### config.mk
export PLATFORM = sky130hd
export DESIGN_NAME = sipo_rx_flat
export DESIGN_NICKNAME = d
export VERILOG_FILES = /design/src/rtl/sipo_rx_pkg.sv /design/src/rtl/sipo_rx_if.sv /design/src/rtl/sipo_out_buf.sv /design/src/rtl/sipo_rx.sv /design/src/flat_wrapper.sv
export SDC_FILE = /design/constraint.sdc
export NUM_CORES = 1
export LEC_CHECK = 0
export ABC_AREA = 1
export CAP_MARGIN = 20
export CORE_UTILIZATION = 50
export CTS_CLUSTER_SIZE = 14
export DETAILED_ROUTE_END_ITERATION = 7
export PLACE_DENSITY = 0.82
export SETUP_SLACK_MARGIN = 0.3
export SYNTH_ARGS = -nofsm -noshare
export SYNTH_HDL_FRONTEND = slang
export SYNTH_HIERARCHICAL = 1
export SYNTH_SLANG_ARGS = --single-unit
### constraint.sdc
create_clock -name clk -period 1.7 [get_ports clk]
set_input_delay 0.425 -clock clk [delete_from_list [all_inputs] [get_ports clk]]
set_output_delay 0.425 -clock clk [all_outputs]
set_load 0.02 [all_outputs]
### src/rtl/sipo_rx_pkg.sv
// Shared definitions for the piso/sipo serial link: default width, bit order, FSM states.
package sipo_rx_pkg;

    localparam int DEFAULT_WIDTH = 8;

    localparam bit ORDER_MSB_FIRST = 1'b1;
    localparam bit ORDER_LSB_FIRST = 1'b0;

    typedef enum logic {
        IDLE  = 1'b0,
        SHIFT = 1'b1
    } state_e;

    // Bit counter must hold 0..WIDTH.
    function automatic int cnt_width(input int width);
        return $clog2(width + 1);
    endfunction

endpackage

### src/rtl/sipo_rx_if.sv
// Serial input, consumer handshake and status outputs of the sipo receiver.
interface sipo_rx_if #(
    parameter int WIDTH = sipo_rx_pkg::DEFAULT_WIDTH
);
    logic             enable;
    logic             serial_in;
    logic             data_ready;
    logic             overrun_clr;
    logic [WIDTH-1:0] data_out;
    logic             data_valid;
    logic             busy;
    logic             overrun;

    modport master (
        output enable, serial_in, data_ready, overrun_clr,
        input  data_out, data_valid, busy, overrun
    );

    modport slave (
        input  enable, serial_in, data_ready, overrun_clr,
        output data_out, data_valid, busy, overrun
    );
endinterface

### src/rtl/sipo_out_buf.sv
// One-entry output holding register: loads completed words, drains on ready, flags dropped words.
module sipo_out_buf
    import sipo_rx_pkg::*;
#(
    parameter int WIDTH = DEFAULT_WIDTH
) (
    input  logic             clk,
    input  logic             reset,
    input  logic             load_i,
    input  logic [WIDTH-1:0] word_i,
    input  logic             ready_i,
    input  logic             clr_i,
    output logic [WIDTH-1:0] data_o,
    output logic             valid_o,
    output logic             overrun_o
);

    logic [WIDTH-1:0] data_q, data_d;
    logic             valid_q, valid_d;
    logic             ovr_q, ovr_d;
    logic             drop;
    logic             accept;

    always_comb begin
        drop    = load_i && valid_q && !ready_i;
        accept  = load_i && !drop;
        data_d  = data_q;
        valid_d = valid_q;
        ovr_d   = ovr_q;
        // A consume on the same edge as a load frees the slot, so valid stays high.
        if (accept) begin
            data_d  = word_i;
            valid_d = 1'b1;
        end else if (valid_q && ready_i) begin
            valid_d = 1'b0;
        end
        if (drop) begin
            ovr_d = 1'b1;
        end else if (clr_i) begin
            ovr_d = 1'b0;
        end
    end

    always_ff @(posedge clk) begin
        if (!reset) begin
            data_q  <= '0;
            valid_q <= 1'b0;
            ovr_q   <= 1'b0;
        end else begin
            data_q  <= data_d;
            valid_q <= valid_d;
            ovr_q   <= ovr_d;
        end
    end

    assign data_o    = data_q;
    assign valid_o   = valid_q;
    assign overrun_o = ovr_q;

endmodule

### src/rtl/sipo_rx.sv
// Serial-in parallel-out receiver: counts WIDTH enabled bits, assembles the word and hands it
// to a one-entry output register on the edge that samples the final bit.
module sipo_rx
    import sipo_rx_pkg::*;
#(
    parameter int WIDTH     = DEFAULT_WIDTH,
    parameter bit MSB_FIRST = ORDER_MSB_FIRST
) (
    input  logic    clk,
    input  logic    reset,
    sipo_rx_if.slave bus
);

    localparam int CW = cnt_width(WIDTH);

    state_e           state_q, state_d;
    logic [CW-1:0]    cnt_q, cnt_d;
    // Only WIDTH-1 bits need storing: the final bit goes straight from serial_in into the word.
    logic [WIDTH-2:0] shreg_q, shreg_d;
    logic [WIDTH-1:0] word;
    logic             shift;
    logic             last;
    logic             complete;
    logic             busy;

    assign shift    = !bus.enable;
    assign last     = (cnt_q == CW'(WIDTH - 1));
    assign complete = shift && last;

    always_comb begin
        if (MSB_FIRST == ORDER_LSB_FIRST) begin
            word = {bus.serial_in, shreg_q};
        end else begin
            word = {shreg_q, bus.serial_in};
        end
        shreg_d = shreg_q;
        cnt_d   = cnt_q;
        if (shift) begin
            shreg_d = (MSB_FIRST == ORDER_LSB_FIRST) ? word[WIDTH-1:1] : word[WIDTH-2:0];
            cnt_d   = last ? '0 : cnt_q + CW'(1);
        end
    end

    always_ff @(posedge clk) begin
        if (!reset) begin
            state_q <= IDLE;
        end else begin
            state_q <= state_d;
        end
    end

    always_comb begin
        state_d = state_q;
        unique case (state_q)
            IDLE:    if (shift)    state_d = SHIFT;
            SHIFT:   if (complete) state_d = IDLE;
            default:               state_d = IDLE;
        endcase
    end

    always_comb begin
        busy = (state_q == SHIFT);
    end

    always_ff @(posedge clk) begin
        if (!reset) begin
            cnt_q   <= '0;
            shreg_q <= '0;
        end else begin
            cnt_q   <= cnt_d;
            shreg_q <= shreg_d;
        end
    end

    sipo_out_buf #(
        .WIDTH (WIDTH)
    ) u_out_buf (
        .clk       (clk),
        .reset     (reset),
        .load_i    (complete),
        .word_i    (word),
        .ready_i   (bus.data_ready),
        .clr_i     (bus.overrun_clr),
        .data_o    (bus.data_out),
        .valid_o   (bus.data_valid),
        .overrun_o (bus.overrun)
    );

    assign bus.busy = busy;

endmodule

### src/flat_wrapper.sv
// flat-port wrapper written by rule: the top's interface ports become plain ports
module sipo_rx_flat import sipo_rx_pkg::*;
#(
    parameter int WIDTH     = DEFAULT_WIDTH,
    parameter bit MSB_FIRST = ORDER_MSB_FIRST
)
  (clk, reset, bus_enable, bus_serial_in, bus_data_ready, bus_overrun_clr, bus_data_out, bus_data_valid, bus_busy, bus_overrun);
  sipo_rx_if #(.WIDTH(WIDTH)) bus_i ();
  input  logic clk;
  input  logic reset;
  input wire logic [$bits(bus_i.enable)-1:0] bus_enable;
  input wire logic [$bits(bus_i.serial_in)-1:0] bus_serial_in;
  input wire logic [$bits(bus_i.data_ready)-1:0] bus_data_ready;
  input wire logic [$bits(bus_i.overrun_clr)-1:0] bus_overrun_clr;
  output wire logic [$bits(bus_i.data_out)-1:0] bus_data_out;
  output wire logic [$bits(bus_i.data_valid)-1:0] bus_data_valid;
  output wire logic [$bits(bus_i.busy)-1:0] bus_busy;
  output wire logic [$bits(bus_i.overrun)-1:0] bus_overrun;
  assign bus_i.enable = bus_enable;
  assign bus_i.serial_in = bus_serial_in;
  assign bus_i.data_ready = bus_data_ready;
  assign bus_i.overrun_clr = bus_overrun_clr;
  assign bus_data_out = bus_i.data_out;
  assign bus_data_valid = bus_i.data_valid;
  assign bus_busy = bus_i.busy;
  assign bus_overrun = bus_i.overrun;
  sipo_rx #(.WIDTH(WIDTH), .MSB_FIRST(MSB_FIRST)) u_core (.clk(clk), .reset(reset), .bus(bus_i));
endmodule
==> metrics.txt, run 1 <==
outcome=finished clean; switching share of power=21.9%; clock power share=39.1%; Internal=0.812 mW; CP Capture Type=output port; Vias/cell=4.73; Final ANT Viol Nets=0; CTS tree=yes; clock-pin slew on the worst setup and hold paths=0.13 ns; minimum clock period after layout=1.35 ns; crit-path cells=clkdlybuf4s15_2; Crit path largest cell delay=0.36 ns; CTS root buffer=clkbuf_4; gr ovfl total=0; Worst Tran Pin Value=0.175 ns; power per cell area=899 nW/µm²; routed vias=813; Synth Cell Area=956 µm²; share of power burned in registers=52.6%; first-pass GRT wire length=2840 µm; Yosys reg bits=22; MaxCap Viol Count=0; synthesized instance count=128; initial core utilization=54.2%; worst hold path type=reg2reg; Seq. cell area=445 µm²; WP data arrival=0.93 ns; # diodes=0; final setup fails=0; crit path buf inv count=1; max-slew violations=0; Final Cycle Share=79.6%; Layout Skew=0.0111 ns; combinational fraction of design power=8.3%; syn_area_per_cell=7.47 µm²; H-tree Lvls=1; largest net degree at the start of global routing=20; yosys warns=6; critical path class=reg2out; RSZ-0062 raised after global routing=yes; Hold Fails Final Rpt=0; DP HPWL=1210 µm; FP Rows=15; Startpoint Class=flip-flop; Worst EP required=1.27 ns; filler instances=168; initial antenna violation count=0; pre-CTS setup slack=0.0604 ns; setup ws final=0.346 ns; CTS max path bufs=2; DRT Pass-1 Iters=4; Clock Latency Late Sink=0.31 ns; fraction of layout cells with a size suffix above 1=21.1%; library cells used by synthesis=18; port buffer count=16; leakage=0.536 nW; family with the most delay on the worst path=flip-flops; I/O pin cnt=17; Total GRT Usage=19.4%; worst-path maximum fanout=2; Iteration-0 DRC Markers=20; Multi-input gate area=382 µm²; hold_ws=0.484 ns; Total Wirelength=1750 µm; core area=1760 µm²; Final TNS setup=0 ns; fmax=739 MHz; Rel. slew slack=88.4%; Peak VDD IR=877 µV; slowest stage cell, crit path=dfxtp_1; Area Overhead vs Synth=20.9%; Die H=45.7 µm; DR DRC count=0; post-layout net count=155; drt wl/cell=10.1 µm; syn_nets=135; number of global-route vias before repair=664; die width=45.7 µm; Die ar.=2090 µm²; net switching power=0.227 mW; total clock sinks=22; TritonCTS Buffers=3; register area share after synthesis=46.1%; gpl congestion=0.749
[area by class of cell]
type	instances	area share, %
flip-flops and latches	22	38.5
repair buffers	21	15.0
well taps	25	2.71
clock inverters	1	2.60
multi-input cells	81	33.0
clock buffers	3	1.95
inverters	19	6.17
[registers in the layout (all words and copies together), names as in the netlist]
signal	count
u_core/u_out_buf/valid_o	1
u_core/u_out_buf/overrun_o	1
u_core/shreg_q	7
u_core/bus.busy	1
u_core/cnt_q	4
u_core/u_out_buf/data_o	8
[power groups by stage]
stage               clock network [mW]  logic (mW)  registers [mW]
finish                           0.406      0.0861           0.547
global placement                     0      0.0787           0.557
floorplan                            0      0.0553           0.557
CTS                              0.409      0.0817           0.547
detailed placement                   0      0.0813           0.558
global route                     0.427      0.0986           0.549
[layout by cell type (no fill, tap or decap), types with 2 or more instances in the layout]
cell type,synthesis,routed
clkbuf_2,1,3
dfxtp_1,22,18
nand2_1,17,17
o21ai_0,8,8
dfxtp_2,0,4
a21oi_1,11,11
inv_1,18,17
inv_2,1,2
clkdlybuf4s15_2,0,3
nand3_1,10,10
nor2_2,1,2
nor2_1,28,27
buf_2,0,5
buf_4,0,4
clkdlybuf4s50_1,0,5
clkbuf_4,0,3
[layer usage]
metal | GRT usage (%) | wire [µm] | vias to the layer above
li1 | - | - | 437
met1 | 25.0 | 841 | 348
met2 | 30.6 | 777 | 23
met3 | 3.57 | 87 | 5
met4 | 10.6 | 38 | 0
met5 | 0 | 0 | -
[what timing repair did]
item                       CTS  global route
setup endpoints to repair   17            18
hold buffers                 0             0
buffers inserted             0             1
gates resized for setup     33            11
[path summary, 6_finish.rpt]
check / cells past startpoint / slack, ns / to / startpoint
worst max-delay path: 1 / 0.35 / bus_data_out[7] / u_core/u_out_buf/data_o[7]
worst min-delay path: 2 / 0.48 / u_core/u_out_buf/overrun_o / u_core/u_out_buf/overrun_o
worst max register to register: 9 / 0.41 / u_core/u_out_buf/data_o[6] / u_core/cnt_q[0]
worst min register to register: 2 / 0.48 / u_core/u_out_buf/overrun_o / u_core/u_out_buf/overrun_o
[kinds of logic after synthesis]
logic type | share of synthesized area, %
AOI/OAI and AO/OA | 9.95
and+or+nand+nor | 27.5
adders and majority gates | 1.31
xor gates and xnor gates | 0.916
buffers and inverters | 14.3
DFF | 46.1
[through the flow]
stage,instances,util [%],power (mW),instance area (µm²)
3_5_place_dp,167,63.8,0.639,1120
4_1_cts,171,67.1,1.04,1180
5_1_grt,172,65.5,1.08,1160
3_3_place_gp,167,63.8,0.636,1120
2_1_floorplan,128,-,0.613,956
6_report,172,65.5,1.04,1160
[Yosys cell counts (all sizes together)]
master | number | area [µm²]
nor2 | 30 | 123
o21ai | 8 | 40.0
nand3 | 11 | 60.1
a21oi | 11 | 55.1
buf | 5 | 60.1
nor3 | 1 | 5.00
ha | 1 | 12.5
inv | 19 | 71.3
nand2 | 18 | 75.1
xor2 | 1 | 8.76
clkbuf | 1 | 5.00
dfxtp | 22 | 440
(Power assumes the default switching activity.)
==> run 2, diff against run 1 <==
--- a/config.mk
+++ b/config.mk
@@ -7,10 +7,10 @@
 export LEC_CHECK = 0
 export ABC_AREA = 1
 export CAP_MARGIN = 20
-export CORE_UTILIZATION = 50
+export CORE_UTILIZATION = 45
 export CTS_CLUSTER_SIZE = 14
 export DETAILED_ROUTE_END_ITERATION = 7
-export PLACE_DENSITY = 0.82
+export PLACE_DENSITY = 0.79
 export SETUP_SLACK_MARGIN = 0.3
 export SYNTH_ARGS = -nofsm -noshare
 export SYNTH_HDL_FRONTEND = slang
==> constraint.sdc (replaced) <==
create_clock -name clk -period 1.15 [get_ports clk]
set_input_delay 0.2875 -clock clk [delete_from_list [all_inputs] [get_ports clk]]
set_output_delay 0.2875 -clock clk [all_outputs]
set_load 0.02 [all_outputs]
==> metrics.txt, run 2 (same netlist as run 1, synthesis figures left out) <==
Die ar.=2310 µm² (+11%); Total Wirelength=2360 µm (+35%); initial core utilization=48.2% (-6.0 points); I/O pin cnt=17 (unchanged); r2r setup slk=-0.17 ns (-0.58 ns); max reg flops=8 (unchanged); worst reg2reg endpoint=u_core/u_out_buf/data_o[3]; Peak VDD IR=594 µV (-32%); filler instances=152 (-9.5%); leakage=0.681 nW (+27%); port buffer count=16 (unchanged); setup ws final=-0.170 ns (-0.516 ns); failing checks=setup timing; FF-to-FF path depth=9 (unchanged); Final TNS setup=-1.29 ns (-1.29 ns); gpl congestion=0.729 (-2.7%); switching share of power=23.9% (+2.1 points); routed vias=939 (+15%); share of power burned in registers=62.2% (+9.6 points); post-layout net count=174 (+12%); hold_sp=u_core/u_out_buf/overrun_o; Hold Path Sink=u_core/u_out_buf/overrun_o; Internal=0.993 mW (+22%); worst-path maximum fanout=5 (+3); most frequent cells in the layout=27 x nor2_1, 18 x buf_4, 16 x inv_1; Hold Fails Final Rpt=0 (unchanged); number of global-route vias before repair=742 (+12%); Iteration-0 DRC Markers=11 (-45%); outcome=finished with violations; fraction of layout cells with a size suffix above 1=44.2% (+23 points); WP data arrival=1.54 ns (+0.61 ns); Startpoint Class=flip-flop; net switching power=0.312 mW (+38%); TritonCTS Buffers=3 (unchanged); fmax=758 MHz; CP Capture Type=flip-flop; Die H=48.1 µm (+5.2%); Area Overhead vs Synth=55.8%; Layout Skew=0.00238 ns (-0.00875 ns); Worst R2R Start=u_core/cnt_q[0]; Final Cycle Share=115%; combinational fraction of design power=12.8% (+4.5 points); minimum clock period after layout=1.32 ns; Total GRT Usage=19.1% (-0.33 points); WHS Path Cells=2 (unchanged); DP HPWL=1300 µm (+7.7%); MaxCap Viol Count=0 (unchanged); final instance area=1490 µm² (+29%); Worst Tran Pin Value=0.373 ns (+0.199 ns); FP Rows=16 (+1); Vias/cell=4.89 (+3.5%); CTS root buffer=clkbuf_4; core area=1980 µm² (+12%); placed inst area=1260 µm² (+12%); gr ovfl total=0 (unchanged); H-tree Lvls=1 (unchanged); Clock Latency Late Sink=0.29 ns (-0.02 ns); final setup fails=12 (+12); first-pass GRT wire length=3050 µm (+7.3%); total clock sinks=22 (unchanged); Final ANT Viol Nets=0 (unchanged); CTS tree=yes; RSZ-0062 raised after global routing=yes; initial antenna violation count=0 (unchanged); drt wl/cell=12.3 µm (+21%); most common cell after layout, fill and taps aside=nor2_1; Rel. slew slack=75.0% (-13 points); DRT Pass-1 Iters=4 (unchanged); clock-pin slew on the worst setup and hold paths=0.11 ns (-0.02 ns); largest net degree at the start of global routing=18 (-10%); worst hold path type=reg2reg; hold_ws=0.490 ns (+0.00633 ns); max-slew violations=0 (unchanged); # diodes=0 (unchanged); critical path class=reg2reg; Worst EP required=1.37 ns (+0.10 ns); die width=48.1 µm (+5.2%); power per cell area=877 nW/µm² (-2.5%); CTS max path bufs=2 (unchanged); clock power share=25.0% (-14 points); DR DRC count=0 (unchanged)
run 2: cell count changes in the layout (fill, tap and decap cells not counted), moves of 3 or more:
| cell | previous run | this run |
|---|---|---|
| buf_4 | 4 | 18 |
| clkbuf_2 | 3 | 0 |
| a21oi_2 | 0 | 7 |
| nand2_1 | 17 | 14 |
| dfxtp_1 | 18 | 10 |
| clkdlybuf4s15_2 | 3 | 0 |
| dfxtp_2 | 4 | 11 |
| nand3_1 | 10 | 7 |
| nand3_2 | 1 | 4 |
| buf_2 | 5 | 1 |
| buf_6 | 0 | 12 |
| a21oi_1 | 11 | 3 |
run 2: worst max path at each step:
stage,from,end,slack [ns],cells past startpoint
2_1_floorplan,u_core/cnt_q[1],u_core/u_out_buf/overrun_o,-0.11,9
3_3_place_gp,bus_enable,u_core/u_out_buf/data_o[3],-0.29,8
3_5_place_dp,bus_enable,u_core/u_out_buf/data_o[4],-0.31,8
4_1_cts,u_core/cnt_q[0],u_core/u_out_buf/data_o[7],-0.14,9
5_1_grt,u_core/cnt_q[0],u_core/u_out_buf/data_o[3],-0.23,9
6_report,u_core/cnt_q[0],u_core/u_out_buf/data_o[3],-0.17,9
run 2: repair_timing:
item / in CTS / in global routing
gates cloned: 2 / 2
endpoints found under the hold margin: 0 / 0
pin swaps: 5 / 10
buffers inserted: 2 / 0
resized for setup: 88 / 15
hold buffers: 0 / 0
endpoints found under the setup margin: 33 / 33
run 2: cell type report:
class	instances	area [µm²]	share of cell area [%]
clock buffers	3	22.5	1.51
inverters	19	83.8	5.63
multi-input cells	81	469	31.5
flip-flops and latches	22	458	30.8
well taps	27	33.8	2.27
repair buffers	40	422	28.3
run 2: per-stage QoR:
| step | power [mW] | worst slack (ns) | utilization, % | cells |
|---|---|---|---|---|
| after global placement | 0.971 | -0.285 | 63.4 | 183 |
| after CTS | 1.32 | -0.135 | 69.6 | 190 |
| after detailed placement | 0.981 | -0.313 | 63.4 | 183 |
| after floorplan | 0.913 | -0.114 | - | 128 |
| after global routing | 1.38 | -0.233 | 75.1 | 192 |
| final | 1.31 | -0.170 | 75.1 | 192 |
run 2: worst max-delay path, cell delays in order (launching register included):
cell      delay [ns]
dfxtp_4         0.37
ha_4            0.16
nand2_4         0.06
nor2_4          0.03
nand2_2         0.09
clkinv_4        0.11
buf_12          0.15
nand3_1         0.07
nand2_1         0.07
nor2_1          0.13
run 2: metal layers:
metal  GRT usage (%)  vias up  wire length, µm
met4            5.00        0                6
met1            21.4      444              920
met2            36.8       19             1370
li1                -      474                -
met3            3.33        2               66
met5               0        -                0
run 2: power by group through the flow:
stage | clock network [mW] | registers [mW] | logic (mW)
floorplan | 0 | 0.829 | 0.0842
global placement | 0 | 0.826 | 0.145
detailed placement | 0 | 0.828 | 0.153
CTS | 0.342 | 0.811 | 0.162
global route | 0.375 | 0.814 | 0.188
finish | 0.326 | 0.812 | 0.167
==> edit, RTL diff (flow settings as in run 2) <==
Make the reset (`reset`) asynchronous in 3 clocked blocks.
--- a/src/rtl/sipo_out_buf.sv
+++ b/src/rtl/sipo_out_buf.sv
@@ -42,5 +42,5 @@
     end
 
-    always_ff @(posedge clk) begin
+    always_ff @(posedge clk or negedge reset) begin
         if (!reset) begin
             data_q  <= '0;
--- a/src/rtl/sipo_rx.sv
+++ b/src/rtl/sipo_rx.sv
@@ -42,5 +42,5 @@
     end
 
-    always_ff @(posedge clk) begin
+    always_ff @(posedge clk or negedge reset) begin
         if (!reset) begin
             state_q <= IDLE;
@@ -63,5 +63,5 @@
     end
 
-    always_ff @(posedge clk) begin
+    always_ff @(posedge clk or negedge reset) begin
         if (!reset) begin
             cnt_q   <= '0;
Behaviour: differs if reset is asserted again (counterexample within 4 cycles, from zero or initial values and one cycle with reset low); with reset held inactive, the same outputs for 10 cycles.
==> edit against run 2 <==
The flow still finishes with violations (negative setup slack); wire length fell by 8.7%; sequential cell count did not move; worst setup slack improved by 0.17 ns; final area fell by 4.6%; cell count fell by 12%; first-iteration DRC count rose by 82%; clock skew fell by 0.0015 ns; worst hold slack got worse by 0.17 ns; synthesized area fell by 3.0%; critical endpoint is now u_core/u_out_buf/data_o[1]; largest cell class is now flip-flops and latches; highest routed layer unchanged.
Power is not compared: it rests on default switching activity, and its combinational part moved more than twofold at a synthesized area within 25%.
==> edit: results <==
group,metric,value,unit
run_status,status,"complete, but fails checks",
run_status,violations,"negative setup slack",
synth,ys_seq_area_frac,0.594,
clock_network,h-tree-depth,1,
synth,synthTopCellsByCount,"nand2_1 (42), dfrtp_1 (22), nand3_1 (11)",
placement,dp_hpwl,1.38,mm
worst_setup_path,crit_path_max_fanout,5,
timing,setup_tns,-0.000602,ns
synth,ys_dominant_reg_cell,"dfrtp_1",
worst_hold_path,min_path_type,"input pin to asynchronous set/reset pin",
final_layout,final_nets,150,
timing,worstMarginPinSlew,0.260,ns
routing,top_layer_used,"met4",
final_layout,fill_cells,148,
power_and_ir_drop,leakage,0.736,nW
timing,setup_viol,1,
routing,wl,2.16,mm
final_layout,drive_gt1_frac,0.415,
placement,port_buffers,16,
global_route,antenna_found_initial,0,
clock_network,hold_buffers,0,
global_route,grtUsageTotal,0.203,
synth,yosys-top-cells-area,"dfrtp_1 (59%), nand2_1 (17%), nand3_1 (5.9%)",
clock_network,path_clk_slew,0.11,ns
global_route,grt_max_degree,23,
routing,wl_met1,824,um
timing,setup_ws,-0.000602,ns
placement,placed_area,0.00119,sq mm
worst_setup_path,startpoint,"u_core/cnt_q[0]",
clock_network,cts_root_buf,"clkbuf_4",
global_route,first_global_vias,748,
synth,synth_edf_count,0,
routing,met2_length,1.14,mm
power_and_ir_drop,p_clk_frac,0.129,
worst_setup_path,critical_path_arrival,1.36,ns
synth,syn_nets,107,
routing,drt_pass1_iterations,4,
routing,vias,835,
routing,dr_wl_met3,159,um
power_and_ir_drop,power.internal,0.00206,W
synth,yosysUniqueCellTypes,17,
placement,gp_congestion,0.758,
global_route,grt_pass1_wl,3.10,mm
synth,async_flop_share,1.00,
clock_network,cts_buffer_depth,2,
timing,clock_skew,0.000867,ns
clock_network,clk_latency,0.30,ns
final_layout,largest_reg_flops,8,
routing,drt_iter0_drc,20,
[edit: layout make-up]
class,count,area [sq um],area share
clock buffers,4,36.3,0.0256
repair buffers,39,365,0.257
flip-flops and latches,22,552,0.389
multi-input cells,68,390,0.275
repair inverters,1,7.51,0.00529
well taps,27,33.8,0.0238
inverters,8,35.0,0.0247
[edit: timing repair]
action                                  CTS  global route
pin swaps                                 3             4
setup buffers                             6             5
cloned                                    2             0
gates resized for setup                  78            11
endpoints found under the setup margin   32            26
endpoints found under the hold margin     0             0
[edit: worst max-delay path: stages, from the launching register on]
cell	delay [ns]
dfrtp_2	0.46
ha_4	0.18
nand4_4	0.10
clkinvlp_4	0.15
nand3_1	0.10
nand2_1	0.06
[edit: path summary, 6_finish.rpt]
kind	cells after the start	end	slack [ns]
max	5	u_core/u_out_buf/data_o[1]	-0.0006
min	2	u_core/u_out_buf/data_o[7]	0.32
max reg2reg	5	u_core/u_out_buf/data_o[1]	-0.0006
min reg2reg	2	u_core/shreg_q[6]	0.50
max in group asynchronous	2	u_core/cnt_q[0]	0.69
min in group clk	2	u_core/shreg_q[6]	0.50
[edit: metrics by stage]
step / instances / setup slack, ns / hold slack [ns]
2_1_floorplan: 100 / 0.00511 / -0.00809
3_3_place_gp: 152 / -0.265 / 0.460
6_report: 169 / -0.000602 / 0.316
4_1_cts: 164 / -0.000893 / 0.317
5_1_grt: 169 / -0.0478 / 0.309
3_5_place_dp: 152 / -0.301 / 0.467
[edit: cells by family (layout without fill, tap and decap cells)]
family | after synthesis | in the layout | share of synthesized area
AO/OA/AOI/OAI | 5 | 5 | 0.0270
XOR/XNOR | 1 | 1 | 0.00945
adder cells (fa/ha/maj) | 1 | 1 | 0.0135
buffers and inverters | 11 | 52 | 0.0675
flip-flops | 22 | 22 | 0.594
AND/OR/NAND/NOR | 60 | 61 | 0.289
[edit: power by group through the flow]
stage	clock (W)	combinational, W	sequential, W
floorplan	0	0.000377	0.00134
detailed placement	0	0.00111	0.00119
global placement	0	0.00106	0.00117
finish	0.000414	0.00156	0.00123
CTS	0.000428	0.00136	0.00122
global route	0.000458	0.00169	0.00125
[edit: layer usage]
layer	track usage	vias to the layer above
met2	0.373	37
met4	0.0857	0
met3	0.0269	4
met1	0.233	391
li1	-	403
met5	0	-
